===== config.mk =====
export PLATFORM = sky130hd
export DESIGN_NAME = video_timing_gen
export DESIGN_NICKNAME = d
export VERILOG_FILES = /design/src/rtl/vga_timing_pkg.sv /design/src/rtl/mod_counter.sv /design/src/rtl/video_timing_gen.sv
export SDC_FILE = /design/constraint.sdc
export NUM_CORES = 1
export LEC_CHECK = 0
export BUFFER_PORTS_ARGS = -buffer_cell sky130_fd_sc_hd__buf_2
export CAP_MARGIN = 20
export CORE_MARGIN = 2
export CORE_UTILIZATION = 49
export DETAILED_ROUTE_END_ITERATION = 12
export PLACE_DENSITY = 0.75
export SYNTH_ARGS = -nofsm -noshare
export SYNTH_HDL_FRONTEND = slang
export SYNTH_SLANG_ARGS = --single-unit

===== constraint.sdc =====
create_clock -name clk -period 2.2 [get_ports clk]
set_input_delay 0 -clock clk [delete_from_list [all_inputs] [get_ports clk]]
set_output_delay 0 -clock clk [all_outputs]
set_load 0.005 [all_outputs]

===== src/rtl/vga_timing_pkg.sv =====
// Shared raster timing definitions for the video timing generator.
//  - Default 640x480@60 timing constants.
//  - timing_t: one axis of a raster (active, front porch, sync, back porch).
//  - total(): full length of an axis.
//  - cnt_width(): counter width for a modulus, never narrower than one bit.
//  - in_window(): half-open range test [lo, lo+width); zero width never matches.
package vga_timing_pkg;

   localparam int unsigned VGA_H_ACTIVE = 640;
   localparam int unsigned VGA_H_FP     = 16;
   localparam int unsigned VGA_H_SYNC   = 96;
   localparam int unsigned VGA_H_BP     = 48;
   localparam int unsigned VGA_V_ACTIVE = 480;
   localparam int unsigned VGA_V_FP     = 10;
   localparam int unsigned VGA_V_SYNC   = 2;
   localparam int unsigned VGA_V_BP     = 33;

   typedef struct packed {
      int unsigned active;
      int unsigned fp;
      int unsigned sync;
      int unsigned bp;
   } timing_t;

   function automatic int unsigned total(input timing_t t);
      return t.active + t.fp + t.sync + t.bp;
   endfunction

   function automatic int unsigned cnt_width(input int unsigned n);
      return (n > 1) ? $clog2(n) : 1;
   endfunction

   function automatic logic in_window(input int unsigned v, input int unsigned lo,
                                      input int unsigned width);
      return (v >= lo) && (v < lo + width);
   endfunction

endpackage


===== src/rtl/mod_counter.sv =====
// Modulo-MOD up counter with synchronous clear.
// Ports:
//  clk    in   system clock
//  rst_n  in   asynchronous active-low reset, count -> 0
//  inc    in   advance by one this clk
//  clr    in   synchronous clear to 0, overrides inc
//  count  out  current value, 0..MOD-1
//  wrap   out  inc && count == MOD-1 (count returns to 0 on this clk)
module mod_counter
   import vga_timing_pkg::*;
#(
   parameter int unsigned MOD = 2,
   localparam int unsigned CW = cnt_width(MOD)
) (
   input  logic          clk,
   input  logic          rst_n,
   input  logic          inc,
   input  logic          clr,
   output logic [CW-1:0] count,
   output logic          wrap
);

   localparam logic [CW-1:0] LAST = CW'(MOD - 1);

   logic [CW-1:0] count_q, count_d;

   assign wrap  = inc && (count_q == LAST);
   assign count = count_q;

   always_comb begin
      count_d = count_q;
      if (clr) begin
         count_d = '0;
      end else if (wrap) begin
         count_d = '0;
      end else if (inc) begin
         count_d = count_q + CW'(1);
      end
   end

   always_ff @(posedge clk or negedge rst_n) begin
      if (!rst_n) begin
         count_q <= '0;
      end else begin
         count_q <= count_d;
      end
   end

endmodule


===== src/rtl/video_timing_gen.sv =====
// Parametrised raster timing generator.
// Ports:
//  clk               in   system clock
//  rst_n             in   asynchronous active-low reset
//  en                in   run; 0 freezes prescaler, counters and flags
//  sync_clr          in   synchronous restart to dot 0 / line 0 (overrides en)
//  dot_counter       out  current dot, 0..H_TOTAL-1
//  scanline_counter  out  current line, 0..V_TOTAL-1
//  pix_en            out  one-clk dot strobe
//  active            out  visible-area flag (registered)
//  hsync             out  horizontal sync, HSYNC_POL when asserted (registered)
//  vsync             out  vertical sync, VSYNC_POL when asserted (registered)
//  line_start        out  pix_en && dot == 0
//  frame_start       out  pix_en && dot == 0 && line == 0
module video_timing_gen
   import vga_timing_pkg::*;
#(
   parameter int unsigned H_ACTIVE  = VGA_H_ACTIVE,
   parameter int unsigned H_FP      = VGA_H_FP,
   parameter int unsigned H_SYNC    = VGA_H_SYNC,
   parameter int unsigned H_BP      = VGA_H_BP,
   parameter int unsigned V_ACTIVE  = VGA_V_ACTIVE,
   parameter int unsigned V_FP      = VGA_V_FP,
   parameter int unsigned V_SYNC    = VGA_V_SYNC,
   parameter int unsigned V_BP      = VGA_V_BP,
   parameter bit          HSYNC_POL = 1'b0,
   parameter bit          VSYNC_POL = 1'b0,
   parameter int unsigned PIX_DIV   = 1,
   localparam timing_t     H_TIM    = '{active: H_ACTIVE, fp: H_FP, sync: H_SYNC, bp: H_BP},
   localparam timing_t     V_TIM    = '{active: V_ACTIVE, fp: V_FP, sync: V_SYNC, bp: V_BP},
   localparam int unsigned H_TOTAL  = total(H_TIM),
   localparam int unsigned V_TOTAL  = total(V_TIM),
   localparam int unsigned HW       = cnt_width(H_TOTAL),
   localparam int unsigned VW       = cnt_width(V_TOTAL)
) (
   input  logic          clk,
   input  logic          rst_n,
   input  logic          en,
   input  logic          sync_clr,
   output logic [HW-1:0] dot_counter,
   output logic [VW-1:0] scanline_counter,
   output logic          pix_en,
   output logic          active,
   output logic          hsync,
   output logic          vsync,
   output logic          line_start,
   output logic          frame_start
);

   localparam int unsigned PW     = cnt_width(PIX_DIV);
   localparam int unsigned HS_BEG = H_ACTIVE + H_FP;
   localparam int unsigned VS_BEG = V_ACTIVE + V_FP;

   if (H_ACTIVE == 0 || V_ACTIVE == 0 || PIX_DIV == 0) begin : g_bad_param
      $error("video_timing_gen: H_ACTIVE, V_ACTIVE and PIX_DIV must all be >= 1");
   end

   logic [PW-1:0] presc_cnt;
   logic          presc_wrap;
   logic [HW-1:0] dot_cnt, dot_d;
   logic          dot_wrap;
   logic [VW-1:0] line_cnt, line_d;
   logic          line_wrap;
   logic          unused_presc;

   logic active_q, active_d;
   logic hsync_q, hsync_d;
   logic vsync_q, vsync_d;

   // Only the prescaler's wrap is of interest; its count just sequences it.
   assign unused_presc = ^presc_cnt;

   mod_counter #(
      .MOD (PIX_DIV)
   ) u_presc (
      .clk   (clk),
      .rst_n (rst_n),
      .inc   (en),
      .clr   (sync_clr),
      .count (presc_cnt),
      .wrap  (presc_wrap)
   );

   // Gated by rst_n so the strobe and pulses are quiet while reset is held, even with PIX_DIV=1.
   assign pix_en = presc_wrap && rst_n;

   mod_counter #(
      .MOD (H_TOTAL)
   ) u_dot (
      .clk   (clk),
      .rst_n (rst_n),
      .inc   (pix_en),
      .clr   (sync_clr),
      .count (dot_cnt),
      .wrap  (dot_wrap)
   );

   mod_counter #(
      .MOD (V_TOTAL)
   ) u_line (
      .clk   (clk),
      .rst_n (rst_n),
      .inc   (dot_wrap),
      .clr   (sync_clr),
      .count (line_cnt),
      .wrap  (line_wrap)
   );

   // Next-state counter values, so the registered flags describe the counters of the same cycle.
   always_comb begin
      dot_d  = dot_cnt;
      line_d = line_cnt;
      if (sync_clr) begin
         dot_d  = '0;
         line_d = '0;
      end else if (dot_wrap) begin
         dot_d  = '0;
         line_d = line_wrap ? '0 : line_cnt + VW'(1);
      end else if (pix_en) begin
         dot_d = dot_cnt + HW'(1);
      end
   end

   always_comb begin
      active_d = in_window(32'(dot_d), 0, H_ACTIVE) && in_window(32'(line_d), 0, V_ACTIVE);
      hsync_d  = in_window(32'(dot_d), HS_BEG, H_SYNC) ? HSYNC_POL : ~HSYNC_POL;
      vsync_d  = in_window(32'(line_d), VS_BEG, V_SYNC) ? VSYNC_POL : ~VSYNC_POL;
   end

   always_ff @(posedge clk or negedge rst_n) begin
      if (!rst_n) begin
         active_q <= 1'b0;
         hsync_q  <= ~HSYNC_POL;
         vsync_q  <= ~VSYNC_POL;
      end else begin
         active_q <= active_d;
         hsync_q  <= hsync_d;
         vsync_q  <= vsync_d;
      end
   end

   assign dot_counter      = dot_cnt;
   assign scanline_counter = line_cnt;
   assign active           = active_q;
   assign hsync            = hsync_q;
   assign vsync            = vsync_q;
   assign line_start       = pix_en && (dot_cnt == '0);
   assign frame_start      = pix_en && (dot_cnt == '0) && (line_cnt == '0);

endmodule


Word-level counts from Yosys, hierarchy flattened
Cells that the tools add are included.
W data, S select, Z words.
Storage, ports and cells
  input bits: 4
  logic and storage cells: 45
  flip-flop bits (word level): 24
Operators by class
  mux-type cells: 14
  $add $sub $neg: 3
  magnitude comparators: 6
  eq/ne operators: 2
  bitwise operators: 1
  reduce and logical (&&, ||, !) cells: 13
Operator list (number)
  $mux W10: 9
  $add A10 B1 Y10 const B: 2
  $eq A10 B10 Y1 const B: 2
  $logic_not A10 Y1: 2
  $lt A10 B10 Y1 const B: 2
  $lt A10 B9 Y1 const B: 2
  $ge A10 B10 Y1 const B: 1
  $ge A10 B9 Y1 const B: 1
  $logic_and A1 B1 Y1: 9
  $reduce_bool A3 Y1: 2
  $mux W1: 5
  $add A1 B1 Y1 const B: 1
  $not A1 Y1: 1

Depth between registers and ports, before layout
  depth after elaboration: 11
  gate-level depth with buffers: 9
  gate-level depth less buffers: 8

Cells and area by module
Synthesis repeated with hierarchy kept, for this count alone.
Unflattened totals
  cells, all modules: 196
  area, all modules: 1770.4 sq um
By module, submodules not included
  video_timing_gen: times used 1, cells each 80, area each 593.1 sq um, sequential area each 77.6 sq um
  mod_counter at u_line: times used 1, cells each 57, area each 585.6 sq um, sequential area each 250.2 sq um
  mod_counter at u_dot: times used 1, cells each 56, area each 545.5 sq um, sequential area each 250.2 sq um
  mod_counter at u_presc: times used 1, cells each 3, area each 46.3 sq um, sequential area each 25.0 sq um

Worst setup path after synthesis
No wires, ideal clock.
  path type: register -> register
  from: register u_dot.count_q[7], in the netlist u_dot.count[7]
  to: register active_q, in the netlist active
  buffers on the path: 1
  stages on the path, launching flop included: 7
  slack: -178 ps
  arrival: 2248 ps
  data required time: 2070 ps
  cells stage by stage: dfrtp_1 > buf_6 > or4b_4 > or4_4 > or4_4 > a31oi_2 > a211oi_1
On the way
  longest elaborated chain between the ends: 8
  elaborated cells between the ends (all ways): 13
  classes of those cells: add/sub (1); order compare (2); eq/ne (1); mux (6); reduce/logical (3)
Ends and longest elaborated chain
  from (decl): line mod_counter.sv:25  | logic [CW-1:0] count_q, count_d;
  from (signal assigned): line mod_counter.sv:45  | count_q <= count_d;
  parallel branches: the longest is 7 deep, another holds $add A10 B1 Y10
  $logic_and A1 B1 Y1 *: line video_timing_gen.sv:125  | active_d = in_window(32'(dot_d), 0, H_ACTIVE) && in_window(32'(line_d), 0, V_ACTIVE);
  net active_d: line video_timing_gen.sv:66  | logic active_q, active_d;
  to (signal assigned): line video_timing_gen.sv:136  | active_q <= active_d;
  to (decl): line video_timing_gen.sv:66
Mark *: on every way through the listed nets, which the timed path passes.
A chain may end at the register's enable or synchronous reset.

Worst setup path in the final report
  from: register u_dot.count_q[7], in the netlist u_dot.count[7]
  to: register vsync_q, in the netlist vsync
On the way
  longest elaborated chain between the ends: 9
  elaborated cells between the ends (all ways): 10
  classes of those cells: order compare (2); eq/ne (1); mux (4); reduce/logical (3)
Ends and longest elaborated chain
  $eq A10 B10 Y1 *: line mod_counter.sv:27  | assign wrap = inc && (count_q == LAST);
  $logic_and A1 B1 Y1 *: line mod_counter.sv:27
  $logic_and A1 B1 Y1: line mod_counter.sv:27
  $mux W10: line video_timing_gen.sv:118  | line_d = line_wrap ? '0 : line_cnt + VW'(1);
  $mux W10 *: line video_timing_gen.sv:116  | end else if (dot_wrap) begin
  $mux W10 *: line video_timing_gen.sv:113  | if (sync_clr) begin
  $ge A10 B9 Y1 / $lt A10 B9 Y1 (equally long branches): line vga_timing_pkg.sv:35  | return (v >= lo) && (v < lo + width);
  $logic_and A1 B1 Y1 *: line vga_timing_pkg.sv:35
  $mux W1 *: line video_timing_gen.sv:127  | vsync_d = in_window(32'(line_d), VS_BEG, V_SYNC) ? VSYNC_POL : ~VSYNC_POL;
  net vsync_d: line video_timing_gen.sv:68  | logic vsync_q, vsync_d;
  to (signal assigned): line video_timing_gen.sv:134  | vsync_q <= ~VSYNC_POL;
  to (signal assigned): line video_timing_gen.sv:138  | vsync_q <= vsync_d;
  to (decl): line video_timing_gen.sv:68
Mark *: on every way through the listed nets, which the timed path passes. The rest lies on a longest branch.

==> reports/qor.txt <==
largest net degree at the start of global routing - 22
clock power share - 31.5%
Switching Fraction - 24.1%
slowest cell on the critical path - or4_4
static leakage - 0.000892 uW
HPWL after detailed placement - 3.07 mm
Fmax achieved - 435 MHz
minimum clock period - 2.30 ns
Layout Nets - 230
unrepaired setup endpoints after global routing - true
DRC marker count from the first detailed-route iteration - 113
I/O pin count - 30
required time of the critical path - 2.45 ns
largest family of logic cells by synthesized area - simple AND/OR/NAND/NOR gates
Syn-to-layout area delta - 26.1%
Clock Path Buffers - 2
status - finished, violations left
CTS tree - done
CP startpoint kind - flop
Max Cap Viol - 0
largest area contributor in the netlist - dfrtp_1
top post-synthesis cells by area - dfrtp_1, nor2_1, o21ai_0
Adder-Cell Fraction of Synth Area - 3.26%
FF-to-FF path depth - 5
pre-CTS setup slack - -0.0783 ns
IO Port Bufs - 29
Setup crit end kind - flop
synth warn - 0
Synth Instances - 175
TritonCTS buffer count - 3
TritonRoute pass-1 iters - 4
Antenna Violating Nets Remaining - 0
first-pass GRT wire length - 6.53 mm
CP top delay family - simple AND/OR/NAND/NOR gates
Slew Limit Fails - 0
routed via count - 1532
# rows - 20
Power Internal - 575 uW
worst skew pair latency - 0.32 ns
r2r setup slk - -0.1 ns
data arrival time of the critical path - 2.55 ns
Critical path buffers and inverters - 0
Mapped Area - 1540 um2
Post-synth EDFFs - 0
final hold vios - 0
xor/xnor share of the synthesized area - 5.70%
share of cells above drive strength 1 - 30.8%
Top FF cell, synth - dfrtp_1
Die X-Extent - 60.0 um
Vias/cell - 5.78
clk_skew - 0.00640 ns
Net Sw Power - 183 uW
final worst-path cycle share - 105%
mux cell area share after synthesis - 0%
Die ar. - 3600 um2
ant diodes - 0
Mapped Nets - 183
htree depth - 1
vias in the first global route - 1429
async set-reset flop share out of synthesis - 100%
sequential share of the synthesized area - 39.3%
most frequent cell after synthesis - dfrtp_1
Synth Area per Inst - 8.77 um2
Post-synth top cells - dfrtp_1, nor2_1, nand2_1
sequential power share - 59.1%
initial antenna violation count - 0
Reg-to-Reg Start - u_dot.count[7]
slew margin rel. - 76.4%
Placer Congestion - 0.911
Core Util, Final - 63.9%
worst hold path class - primary input to asynchronous set/reset pin
Compound-Gate Fraction of Synth Area - 13.8%
drt wl/cell - 15.5 um
critical path class - flop to flop
Cell Pwr Density - 392 nW/um2
clock sinks - 24
DRC errors left - 0
most used cell, CP - or4_4
Total Wirelength - 4.12 mm
worst r2r dst - vsync
Final Power - 758 uW
remaining global-route overflow - 0
clock slew at reported path FFs - 0.14 ns
Worst-Margin Slew - 0.351 ns
setup violators final - 2
VDD IR max - 0.288 mV
CP Cell Sequence - or4b_4 > or4_4 > or4_4 > a31oi_4 > nand4_1
All-Layer GR Usage - 24.5%
Core Area - 3030 um2
Combinational Power Share - 9.4%
Synth cell types - 43
simple-gate portion of the synthesized area - 32.7%
TNS Setup - -0.194 ns
failing checks - setup timing
final worst-path setup slack - -0.0999 ns
crit-path max cell delay - 0.55 ns
share of the synthesized area in the top cell type - 35.9%
Initial Util - 50.7%
crit path max fanout - 3
Die Ht - 60.0 um
root buffer cell - clkbuf_4
Seq cells post-synth - 24
-- through the flow --
step	hold slack [ns]	std cells	area, um2
2_1_floorplan	-0.296	175	1540
3_3_place_gp	-0.172	256	1820
3_5_place_dp	-0.163	256	1820
4_1_cts	0.0172	263	1890
5_1_grt	0.0228	265	1940
6_report	0.0205	265	1940
-- cells by family (layout without fill, tap and decap cells) --
logic type / count (synthesis) / count (layout)
AOI/OAI and AO/OA: 34 / 34
xor gates and xnor gates: 10 / 10
buffers and inverters: 17 / 63
adders and majority gates: 4 / 4
and+or+nand+nor: 86 / 86
DFF: 24 / 24
-- worst max path at each step --
| stage | from | end | slack, ns | cells after the start |
|---|---|---|---|---|
| 4_1_cts | u_dot.count[7] | active | -0.07 | 5 |
| 5_1_grt | u_dot.count[7] | active | -0.12 | 5 |
| 2_1_floorplan | u_dot.count[7] | active | -0.18 | 6 |
| 3_5_place_dp | u_dot.count[7] | active | -0.08 | 5 |
| 6_report | u_dot.count[7] | vsync | -0.1 | 5 |
| 3_3_place_gp | u_dot.count[7] | active | -0.01 | 5 |
-- registers in the layout, summed over array words and instances, names as in the netlist --
| name | cells |
|---|---|
| u_dot.count | 10 |
| u_line.count | 10 |
| active | 1 |
| hsync | 1 |
| u_presc.count | 1 |
| vsync | 1 |
-- power by group through the flow --
stage | clock (uW) | combinational, uW | sequential, uW
floorplan | 0 | 28.3 | 458
global placement | 0 | 66.0 | 456
detailed placement | 0 | 68.1 | 456
CTS | 242 | 71.1 | 448
global route | 261 | 80.2 | 448
finish | 239 | 71.4 | 448
-- cells in the final DEF, fill, tap and decap left out, types with 5 or more instances in the layout --
cell type | synthesis | routed
nand4_1 | 5 | 5
o21ai_0 | 13 | 13
inv_1 | 7 | 7
nand2_1 | 15 | 15
buf_4 | 2 | 20
nor2_1 | 18 | 17
xnor2_1 | 6 | 6
dfrtp_1 | 22 | 22
buf_2 | 2 | 29
nand3_1 | 8 | 8
a21oi_1 | 8 | 8
-- timing repair --
item | 4_1_cts | 5_1_grt
hold buffers | 2 | 0
endpoints found under the hold margin | 23 | 0
pin swaps | 0 | 1
endpoints found under the setup margin | 4 | 4
buffers inserted | 1 | 2
gates resized for setup | 2 | 6
-- layer usage --
| metal | part of all wire [%] | up-vias | track usage, % | wire [um] |
|---|---|---|---|---|
| li1 | - | 725 | - | - |
| met4 | 2.2 | 0 | 10.5 | 92 |
| met1 | 42 | 724 | 34.6 | 1720 |
| met5 | 0 | - | 0 | 0 |
| met3 | 8.9 | 9 | 4.33 | 365 |
| met2 | 47 | 74 | 36.6 | 1940 |
-- cell type report --
| class | count | area, um2 |
|---|---|---|
| multi-input combinational | 134 | 888 |
| timing repair buffer | 52 | 327 |
| tap | 44 | 55.1 |
| clock buffer | 4 | 36.3 |
| inverter | 7 | 26.3 |
| fill | 262 | 1090 |
| sequential | 24 | 603 |
Note: power is estimated with default switching activity, not from simulation.
